===== src/rtl/ama_riscv_encoder.sv =====
// RV32IM instruction encoder: turns field-level requests into 32-bit words,
// expands LI into LUI/ADDI, and buffers words in an output FIFO drained by
// a valid/ready handshake.
// Optional feature macro: ENC_RANGE_CHECK_EN (immediate range checking with
// sticky err flag and saturating err_cnt). Without it, immediates are
// truncated, err/err_cnt read 0, and illegal ops emit a NOP.
module ama_riscv_encoder #(
  parameter int unsigned FIFO_DEPTH = 4,
  parameter int unsigned CNT_W      = 8
) (
  input  logic             clk,
  input  logic             rst,
  input  logic             req_valid,
  output logic             req_ready,
  input  logic [3:0]       req_op,
  input  logic [2:0]       req_fn3,
  input  logic             req_fn7_b5,
  input  logic             req_fn7_b0,
  input  logic [4:0]       req_rd,
  input  logic [4:0]       req_rs1,
  input  logic [4:0]       req_rs2,
  input  logic [31:0]      req_imm,
  output logic             inst_valid,
  input  logic             inst_ready,
  output logic [31:0]      inst,
  output logic             err,
  output logic [CNT_W-1:0] err_cnt,
  input  logic             err_clr
);

  localparam int unsigned PTR_W  = (FIFO_DEPTH > 1) ? $clog2(FIFO_DEPTH) : 1;
  localparam int unsigned CNT_FW = PTR_W + 1;
  localparam int unsigned WORD_W = 32;

  localparam logic [0:0] S_IDLE  = 1'b0;
  localparam logic [0:0] S_LI_LO = 1'b1;

  localparam logic [3:0] OP_R      = 4'd0;
  localparam logic [3:0] OP_I      = 4'd1;
  localparam logic [3:0] OP_LOAD   = 4'd2;
  localparam logic [3:0] OP_STORE  = 4'd3;
  localparam logic [3:0] OP_BRANCH = 4'd4;
  localparam logic [3:0] OP_JALR   = 4'd5;
  localparam logic [3:0] OP_JAL    = 4'd6;
  localparam logic [3:0] OP_LUI    = 4'd7;
  localparam logic [3:0] OP_AUIPC  = 4'd8;
  localparam logic [3:0] OP_LI     = 4'd9;

  localparam logic [6:0] OPC_R      = 7'h33;
  localparam logic [6:0] OPC_I      = 7'h13;
  localparam logic [6:0] OPC_LOAD   = 7'h03;
  localparam logic [6:0] OPC_STORE  = 7'h23;
  localparam logic [6:0] OPC_BRANCH = 7'h63;
  localparam logic [6:0] OPC_JALR   = 7'h67;
  localparam logic [6:0] OPC_JAL    = 7'h6F;
  localparam logic [6:0] OPC_LUI    = 7'h37;
  localparam logic [6:0] OPC_AUIPC  = 7'h17;

  localparam logic [WORD_W-1:0] NOP_WORD = 32'h0000_0013;

  logic [0:0]        state_q, state_d;
  logic [WORD_W-1:0] li_word_q, li_word_d;
  logic [PTR_W-1:0]  wr_ptr_q, wr_ptr_d, rd_ptr_q, rd_ptr_d;
  logic [CNT_FW-1:0] count_q, count_d;
  logic              full_q, full_d;
  logic              ready_q, ready_d;
  logic              valid_q, valid_d;
  logic [WORD_W-1:0] inst_q, inst_d;
  logic [WORD_W-1:0] mem_q [FIFO_DEPTH];

  logic              accept_c;
  logic              push_c, pop_c;
  logic [WORD_W-1:0] push_word_c, head_c;
  logic [WORD_W-1:0] enc_word_c, li_lo_word_c;
  logic [19:0]       li_hi_c;
  logic              li_two_c;
  logic              is_shift_c, imm_fits12_c;
  logic              range_err_c;

  assign accept_c     = req_valid && ready_q;
  assign is_shift_c   = (req_fn3 == 3'b001) || (req_fn3 == 3'b101);
  assign imm_fits12_c = (&req_imm[31:11]) || !(|req_imm[31:11]);

  assign req_ready  = ready_q;
  assign inst_valid = valid_q;
  assign inst       = inst_q;

  // Field packing per op class; unused fields are zero by construction
  always_comb begin
    enc_word_c   = NOP_WORD;
    li_two_c     = 1'b0;
    li_hi_c      = req_imm[31:12] + 20'(req_imm[11]);
    li_lo_word_c = {req_imm[11:0], req_rd, 3'b000, req_rd, OPC_I};
    case (req_op)
      OP_R:      enc_word_c = {1'b0, req_fn7_b5, 4'b0000, req_fn7_b0, req_rs2, req_rs1,
                               req_fn3, req_rd, OPC_R};
      OP_I: begin
        if (is_shift_c) begin
          enc_word_c = {1'b0, req_fn7_b5, 5'b00000, req_imm[4:0], req_rs1, req_fn3, req_rd, OPC_I};
        end else begin
          enc_word_c = {req_imm[11:0], req_rs1, req_fn3, req_rd, OPC_I};
        end
      end
      OP_LOAD:   enc_word_c = {req_imm[11:0], req_rs1, req_fn3, req_rd, OPC_LOAD};
      OP_STORE:  enc_word_c = {req_imm[11:5], req_rs2, req_rs1, req_fn3, req_imm[4:0], OPC_STORE};
      OP_BRANCH: enc_word_c = {req_imm[12], req_imm[10:5], req_rs2, req_rs1, req_fn3,
                               req_imm[4:1], req_imm[11], OPC_BRANCH};
      OP_JALR:   enc_word_c = {req_imm[11:0], req_rs1, 3'b000, req_rd, OPC_JALR};
      OP_JAL:    enc_word_c = {req_imm[20], req_imm[10:1], req_imm[11], req_imm[19:12],
                               req_rd, OPC_JAL};
      OP_LUI:    enc_word_c = {req_imm[31:12], req_rd, OPC_LUI};
      OP_AUIPC:  enc_word_c = {req_imm[31:12], req_rd, OPC_AUIPC};
      OP_LI: begin
        if (imm_fits12_c) begin
          enc_word_c = {req_imm[11:0], 5'd0, 3'b000, req_rd, OPC_I};
        end else begin
          enc_word_c = {li_hi_c, req_rd, OPC_LUI};
          li_two_c   = |req_imm[11:0];
        end
      end
      default:   enc_word_c = NOP_WORD;
    endcase
  end

`ifdef ENC_RANGE_CHECK_EN
  logic             err_q, err_d;
  logic [CNT_W-1:0] cnt_q, cnt_d;
  logic             new_err_c;

  // Immediate range legality per op class; LI is always legal
  always_comb begin
    range_err_c = 1'b0;
    case (req_op)
      OP_R, OP_LI:               range_err_c = 1'b0;
      OP_I:                      range_err_c = is_shift_c ? (|req_imm[31:5]) : !imm_fits12_c;
      OP_LOAD, OP_STORE, OP_JALR: range_err_c = !imm_fits12_c;
      OP_BRANCH:                 range_err_c = req_imm[0] ||
                                               !((&req_imm[31:12]) || !(|req_imm[31:12]));
      OP_JAL:                    range_err_c = req_imm[0] ||
                                               !((&req_imm[31:20]) || !(|req_imm[31:20]));
      OP_LUI, OP_AUIPC:          range_err_c = |req_imm[11:0];
      default:                   range_err_c = 1'b1;
    endcase
  end

  assign new_err_c = accept_c && range_err_c && (state_q == S_IDLE);

  // Sticky error and saturating counter; a new error beats a same-cycle clear
  always_comb begin
    err_d = err_q;
    cnt_d = cnt_q;
    if (err_clr) begin
      err_d = new_err_c;
      cnt_d = CNT_W'(new_err_c);
    end else if (new_err_c) begin
      err_d = 1'b1;
      if (cnt_q != {CNT_W{1'b1}}) cnt_d = cnt_q + CNT_W'(1);
    end
  end

  // Error state registers
  always_ff @(posedge clk or negedge rst) begin
    if (!rst) begin
      err_q <= 1'b0;
      cnt_q <= '0;
    end else begin
      err_q <= err_d;
      cnt_q <= cnt_d;
    end
  end

  assign err     = err_q;
  assign err_cnt = cnt_q;
`else
  logic unused_err_clr;

  assign range_err_c    = 1'b0;
  assign unused_err_clr = err_clr;
  assign err            = 1'b0;
  assign err_cnt        = '0;
`endif

  // Next state: push on legal acceptance, second LI word once there is room
  always_comb begin
    state_d     = state_q;
    li_word_d   = li_word_q;
    push_c      = 1'b0;
    push_word_c = enc_word_c;
    case (state_q)
      S_IDLE: begin
        if (accept_c && !range_err_c) begin
          push_c = 1'b1;
          if ((req_op == OP_LI) && li_two_c) begin
            state_d   = S_LI_LO;
            li_word_d = li_lo_word_c;
          end
        end
      end
      S_LI_LO: begin
        if (!full_q) begin
          push_c      = 1'b1;
          push_word_c = li_word_q;
          state_d     = S_IDLE;
        end
      end
      default: state_d = S_IDLE;
    endcase
  end

  // FIFO bookkeeping and next registered head word
  always_comb begin
    pop_c    = inst_ready && valid_q;
    count_d  = count_q + CNT_FW'(push_c) - CNT_FW'(pop_c);
    wr_ptr_d = push_c ? wr_ptr_q + PTR_W'(1) : wr_ptr_q;
    rd_ptr_d = pop_c ? rd_ptr_q + PTR_W'(1) : rd_ptr_q;
    full_d   = (count_d == CNT_FW'(FIFO_DEPTH));
    ready_d  = (state_d == S_IDLE) && !full_d;
    valid_d  = (count_d != '0);
    head_c   = (push_c && (wr_ptr_q == rd_ptr_d)) ? push_word_c : mem_q[rd_ptr_d];
    inst_d   = valid_d ? head_c : '0;
  end

  // Control and output registers
  always_ff @(posedge clk or negedge rst) begin
    if (!rst) begin
      state_q   <= S_IDLE;
      li_word_q <= '0;
      wr_ptr_q  <= '0;
      rd_ptr_q  <= '0;
      count_q   <= '0;
      full_q    <= 1'b0;
      ready_q   <= 1'b0;
      valid_q   <= 1'b0;
      inst_q    <= '0;
    end else begin
      state_q   <= state_d;
      li_word_q <= li_word_d;
      wr_ptr_q  <= wr_ptr_d;
      rd_ptr_q  <= rd_ptr_d;
      count_q   <= count_d;
      full_q    <= full_d;
      ready_q   <= ready_d;
      valid_q   <= valid_d;
      inst_q    <= inst_d;
    end
  end

  // FIFO storage; contents are qualified by count, so no reset needed
  always_ff @(posedge clk) begin
    if (push_c) mem_q[wr_ptr_q] <= push_word_c;
  end

endmodule


===== config.mk =====
export PLATFORM = sky130hd
export DESIGN_NAME = ama_riscv_encoder
export DESIGN_NICKNAME = d
export VERILOG_FILES = /design/src/rtl/ama_riscv_encoder.sv
export SDC_FILE = /design/constraint.sdc
export NUM_CORES = 1
export LEC_CHECK = 0
export ABC_AREA = 0
export CAP_MARGIN = 20
export CORE_UTILIZATION = 38
export DETAILED_ROUTE_END_ITERATION = 8
export REMOVE_ABC_BUFFERS = 1
export SYNTH_ARGS = -nofsm -noshare
export SYNTH_HDL_FRONTEND = slang
export SYNTH_SLANG_ARGS = --single-unit

===== constraint.sdc =====
create_clock -name clk -period 3.6 [get_ports clk]
set_input_delay 0.54 -clock clk [delete_from_list [all_inputs] [get_ports clk]]
set_output_delay 0.54 -clock clk [all_outputs]
set_load 0.01 [all_outputs]

### After elaboration in Yosys (flattened, before gate mapping)

Memories as Yosys holds them, arrays and structs flattened.
Index checks and enable logic that the tools add are counted.

* bitwise gates (word level): 2
* reduce and logical (&&, ||, !) cells: 15
* add/subtract/negate cells: 5
* eq/ne operators: 13
* mux-type cells: 19

Operators by type and width (count)
* one-hot mux 32 bit (10 select lines): 1
* two-way mux 32 bit: 6
* AND reduction 21 bit: 1
* OR reduction 21 bit: 1
* adder 20 x 1 -> 20 bit: 1
* == test 4 x 3 -> 1 bit, second input constant: 4
* OR reduction 12 bit: 1
* two-way mux 1 bit: 9
* == test 4 x 2 -> 1 bit, second input constant: 2
* == test 4 bit, second input constant: 2
* == test 3 bit, second input constant: 2
* logical AND 1 bit: 5
* adder 2 x 1 -> 2 bit, second input constant: 2
* == test 4 x 1 -> 1 bit, second input constant: 1
* logical NOT 4 bit: 1
* one-hot mux 1 bit (2 select lines): 2
* adder 3 x 1 -> 3 bit: 1
* == test 3 x 1 -> 1 bit, second input constant: 1
* AND reduction 3 bit: 1
* nonzero test 3 bit: 1
* subtractor 3 x 1 -> 3 bit: 1
* == test 2 bit: 1
* logical NOT 1 bit: 2
* logical OR 1 bit: 2
* other kinds (2): 3

* memories kept: 1
* input port bits: 61
* memory bits (writable): 128
* word-level logic and storage cells: 64
* register bits after elaboration: 68

Memory list
* mem_q: depth 4, width 32, rd ports 1, clocked after memory_dff 0, wr ports 1, RTL line 69 `logic [WORD_W-1:0] mem_q [FIFO_DEPTH];`

### Depth between registers and ports, before layout

* word-level depth: 11
* mapped depth: 15

### Worst setup path after synthesis

No wires, ideal clock.

* path kind: input -> register
* start: input port req_valid
* end: register inst_q[30] (netlist: inst[30])
* arrival: 3.016 ns
* stages: 14
* library setup time: 0.121 ns
* slack: 0.463 ns
* cells stage by stage: nand2_1 -> o21ai_1 -> inv_1 -> ha_1 -> inv_1 -> ha_1 -> inv_1 -> fa_1 -> xnor2_1 -> xnor2_1 -> nor2_1 -> nor2_1 -> clkbuf_1 -> a22o_1

* longest elaborated chain between the ends: 7

Ends and longest elaborated chain
* start: declaration: RTL line 13 `input logic req_valid,`
* logical AND 1 bit: RTL line 80 `assign accept_c = req_valid && ready_q;`
* two-way mux 1 bit: RTL line 191 `if (accept_c && !range_err_c) begin`
* one-hot mux 1 bit (2 select lines): RTL line 189 `case (state_q)`
* adder 3 x 1 -> 3 bit: RTL line 213 `count_d = count_q + CNT_FW'(push_c) - CNT_FW'(pop_c);`
* subtractor 3 x 1 -> 3 bit: RTL line 213
* named net count_d[2]: RTL line 64 `logic [CNT_FW-1:0] count_q, count_d;`
* nonzero test 3 bit: RTL line 218 `valid_d = (count_d != '0);`
* two-way mux 32 bit: RTL line 220 `inst_d = valid_d ? head_c : '0;`
* named net inst_d[30]: RTL line 68 `logic [WORD_W-1:0] inst_q, inst_d;`
* end signal: assignment: RTL line 244 `inst_q <= inst_d;`
* end: declaration: RTL line 68

The timed path passes the listed nets, and every way through them passes these cells.
A chain may end at the register's enable or synchronous reset.

### Worst setup path after layout

* start: input port req_valid
* end: register inst_q[12] (netlist: inst[12])

* longest elaborated chain between the ends: 7

Ends and longest elaborated chain
* logical AND 1 bit: RTL line 80
* two-way mux 1 bit: RTL line 191
* one-hot mux 1 bit (2 select lines): RTL line 189
* adder 3 x 1 -> 3 bit: RTL line 213
* subtractor 3 x 1 -> 3 bit: RTL line 213
* named net count_d[2]: RTL line 64
* nonzero test 3 bit: RTL line 218
* named net valid_d: RTL line 67 `logic valid_q, valid_d;`
* two-way mux 32 bit: RTL line 220
* named net inst_d[12]: RTL line 68

The timed path passes the listed nets, and every way through them passes these cells.

==> flow_metrics.py <==
metrics = {
    "placed_design": {
        "gp_congestion": 0.884,
        "portBuffers": 93,
        "dpl_cell_area_sq_um": 10200,
        "hpwl_mm": 17.5,
    },
    "cts": {
        "cts_buffers": 17,
        "post_cts_resized": 0,
        "post_cts_buffers": 0,
        "clock_sinks": 184,
        "path_clk_slew_ps": 70,
        "cts_root_buffer": "clkbuf_16",
        "h-tree-depth": 4,
        "cts_tree": "built",
        "clockBufferDepth": 2,
        "hold_buffers": 0,
        "clk_latency_ps": 430,
    },
    "sta": {
        "slew_headroom": 0.276,
        "tns_ps": 0,
        "worstMarginPinSlew_ps": 1080,
        "finalCritPeriodShare": 0.872,
        "finClkSkew_ps": 11.1,
        "report.final.slew_viol_count": 0,
        "fmax_ghz": 0.319,
        "timing.final.crit_period_ps": 3140,
        "rsz0062_at_grt": "false",
        "hold_violations": 0,
        "setup_viol": 0,
    },
    "setup_path": {
        "ff2ff_path_depth": 15,
        "worst_ep_required_time_ps": 3940,
        "r2r-end": "inst[12]",
        "end_kind": "flop",
        "critPathMaxFanout": 4,
        "rrSetupSlack_ps": 590,
        "startpoint_type": "input port",
        "critPathArrivalTime_ps": 3480,
        "reg2reg_from": "full_q",
        "worst-setup-path-type": "in -> reg",
    },
    "synth": {
        "synth-edff-count": 124,
        "synthArstFlopShare": 0.326,
        "synthesis.instances": 695,
        "yosys_warnings": 0,
        "ys_seq_area_frac": 0.596,
        "avgSynthCellArea_sq_um": 12.6,
        "netlist_area_sq_um": 8770,
        "synth_top_area_frac": 0.424,
        "synth_cell_types": 63,
        "synthTopCellsByCount": "edfxtp_1, nand2_1, dfrtp_1",
        "yosysMostFrequentCell": "edfxtp_1",
        "synth.area.top_cells": "edfxtp_1, dfrtp_1, mux4_2",
        "yosys.area.top_type": "edfxtp_1",
        "ys_seq_elements": 184,
        "ys.flop_type": "edfxtp_1",
    },
    "routing": {
        "drc": 0,
        "totalWireLength_mm": 24.5,
        "avgViaCountPerCell": 5.65,
        "first_pass_iters": 5,
        "drtAntennaViolNets": 0,
        "post_drt_wl_per_cell_um": 22.1,
        "drt_iter0_drc": 460,
        "num_vias": 6261,
    },
    "power_and_ir_drop": {
        "clockPowerShare": 0.218,
        "p_comb_frac": 0.405,
        "seqPwrFrac": 0.377,
        "internal-power_mw": 5.45,
        "power_density_nw_per_um2": 764,
        "leakagePower_nw": 4.02,
        "power_mw": 8.26,
        "ir_worst_vdd_mv": 0.470,
        "p_switching_mw": 2.81,
        "sw_frac_of_total": 0.340,
    },
    "global_route": {
        "grt_usage": 0.213,
        "grt_pass1_vias": 6389,
        "antenna_found_initial": 0,
        "grt_pass1_wl_mm": 37.5,
        "grt_max_degree": 34,
        "overflow": 0,
    },
    "layout": {
        "multi_input_area_sq_um": 3270,
        "final_cell_area_sq_um": 10800,
        "regArea_sq_um": 5230,
        "num-nets-final": 882,
        "num_antenna_cells": 0,
        "area_delta_synth_final_pct": 23.3,
        "fillers": 2005,
        "drive_gt1_frac": 0.158,
    },
    "die": {
        "die_h_um": 154,
        "die-area_sq_um": 23700,
        "initial_utilization": 0.387,
        "die_w_um": 154,
        "placementRows": 55,
        "coreArea_sq_um": 22600,
        "io_pins": 104,
    },
    "min_path": {
        "min_path_type": "in -> async",
    },
    "run_status": {
        "status": "finished, final reports clean",
    },
    "flow_run": {
        "maxCapViolCount": 0,
    },
}
## worst max-delay path, cell delays in order
cell	delay (ps)
clkdlybuf4s50_1	460
nand2_1	70
o21ai_1	170
inv_1	100
ha_1	300
inv_1	60
ha_1	130
inv_1	50
fa_1	430
xnor2_1	160
xnor2_1	230
nor2_1	100
buf_4	160
inv_1	110
nand3_1	180
o21ai_0	230
## state kept, by name, indices dropped and copies added, names as in the netlist, 2 cells and up
| name | count |
|---|---|
| count_q | 3 |
| inst | 31 |
| li_word_q | 18 |
| mem_q | 124 |
| rd_ptr_q | 2 |
| wr_ptr_q | 2 |
## power groups by stage
stage	registers (mW)	logic (mW)	clock network, mW
5_1_grt	3.17	3.62	1.92
3_3_place_gp	3.14	3.32	0
3_5_place_dp	3.17	3.39	0
4_1_cts	3.12	3.40	1.83
2_1_floorplan	3.20	1.84	0
6_report	3.12	3.34	1.80
## logic make-up after synthesis
family,after synthesis,synth area share
other cells,1,0.000427
fa+ha+maj,10,0.0151
xor+xnor,23,0.0238
simple gates,210,0.118
mux,50,0.0939
compound gates,150,0.118
buf+inv,67,0.0352
flops,184,0.596
## final cells by class
| class | instances | share of cell area |
|---|---|---|
| clock buffers | 18 | 0.0397 |
| clock inverters | 14 | 0.0132 |
| inverters | 19 | 0.00659 |
| multi-input cells | 452 | 0.302 |
| flip-flops and latches | 184 | 0.483 |
| well taps | 285 | 0.0330 |
| repair buffers | 137 | 0.122 |
## stage by stage
| step | setup WS (ps) | hold WS, ps | utilization | instances |
|---|---|---|---|---|
| floorplan | 22.2 | 244 | - | 655 |
| global placement | 115 | 443 | 0.452 | 1077 |
| detailed placement | -24.0 | 444 | 0.452 | 1077 |
| CTS | 394 | 245 | 0.478 | 1109 |
| global route | 214 | 261 | 0.478 | 1109 |
| finish | 462 | 214 | 0.478 | 1109 |
## per-layer routing
metal / track usage / part of all wire / vias to the layer above
met5: 0 / 0 / -
met4: 0.0619 / 0.017 / 0
met3: 0.0386 / 0.038 / 25
met1: 0.271 / 0.43 / 3190
li1: - / - / 2859
met2: 0.370 / 0.51 / 187
## cell usage in the layout, fill, tap and decap left out, drive strengths merged, types with 10 or more instances in the layout
master | netlist | final
a21oi | 39 | 39
a221oi | 10 | 10
a22o | 18 | 18
a22oi | 14 | 14
buf | 28 | 45
clkbuf | 20 | 18
clkdlybuf4s50 | 0 | 92
dfrtp | 60 | 60
edfxtp | 124 | 124
inv | 19 | 23
mux2 | 18 | 18
mux4 | 24 | 24
nand2 | 83 | 83
nand3 | 31 | 31
nor2 | 30 | 30
nor2b | 11 | 11
nor4 | 13 | 13
o21ai | 26 | 26
xnor2 | 12 | 12
xor2 | 11 | 11
## worst max path at each step
stage                    from       end  slack [ps]  depth (start not counted)
finish              req_valid  inst[12]         460                         16
global route        req_valid  inst[12]         210                         16
CTS                 req_valid  inst[12]         390                         16
detailed placement  req_valid  inst[12]         -20                         16
global placement    req_valid   inst[7]         110                         16
floorplan           req_valid  inst[30]          20                         13
No activity file was read; power rests on OpenSTA's default activity.
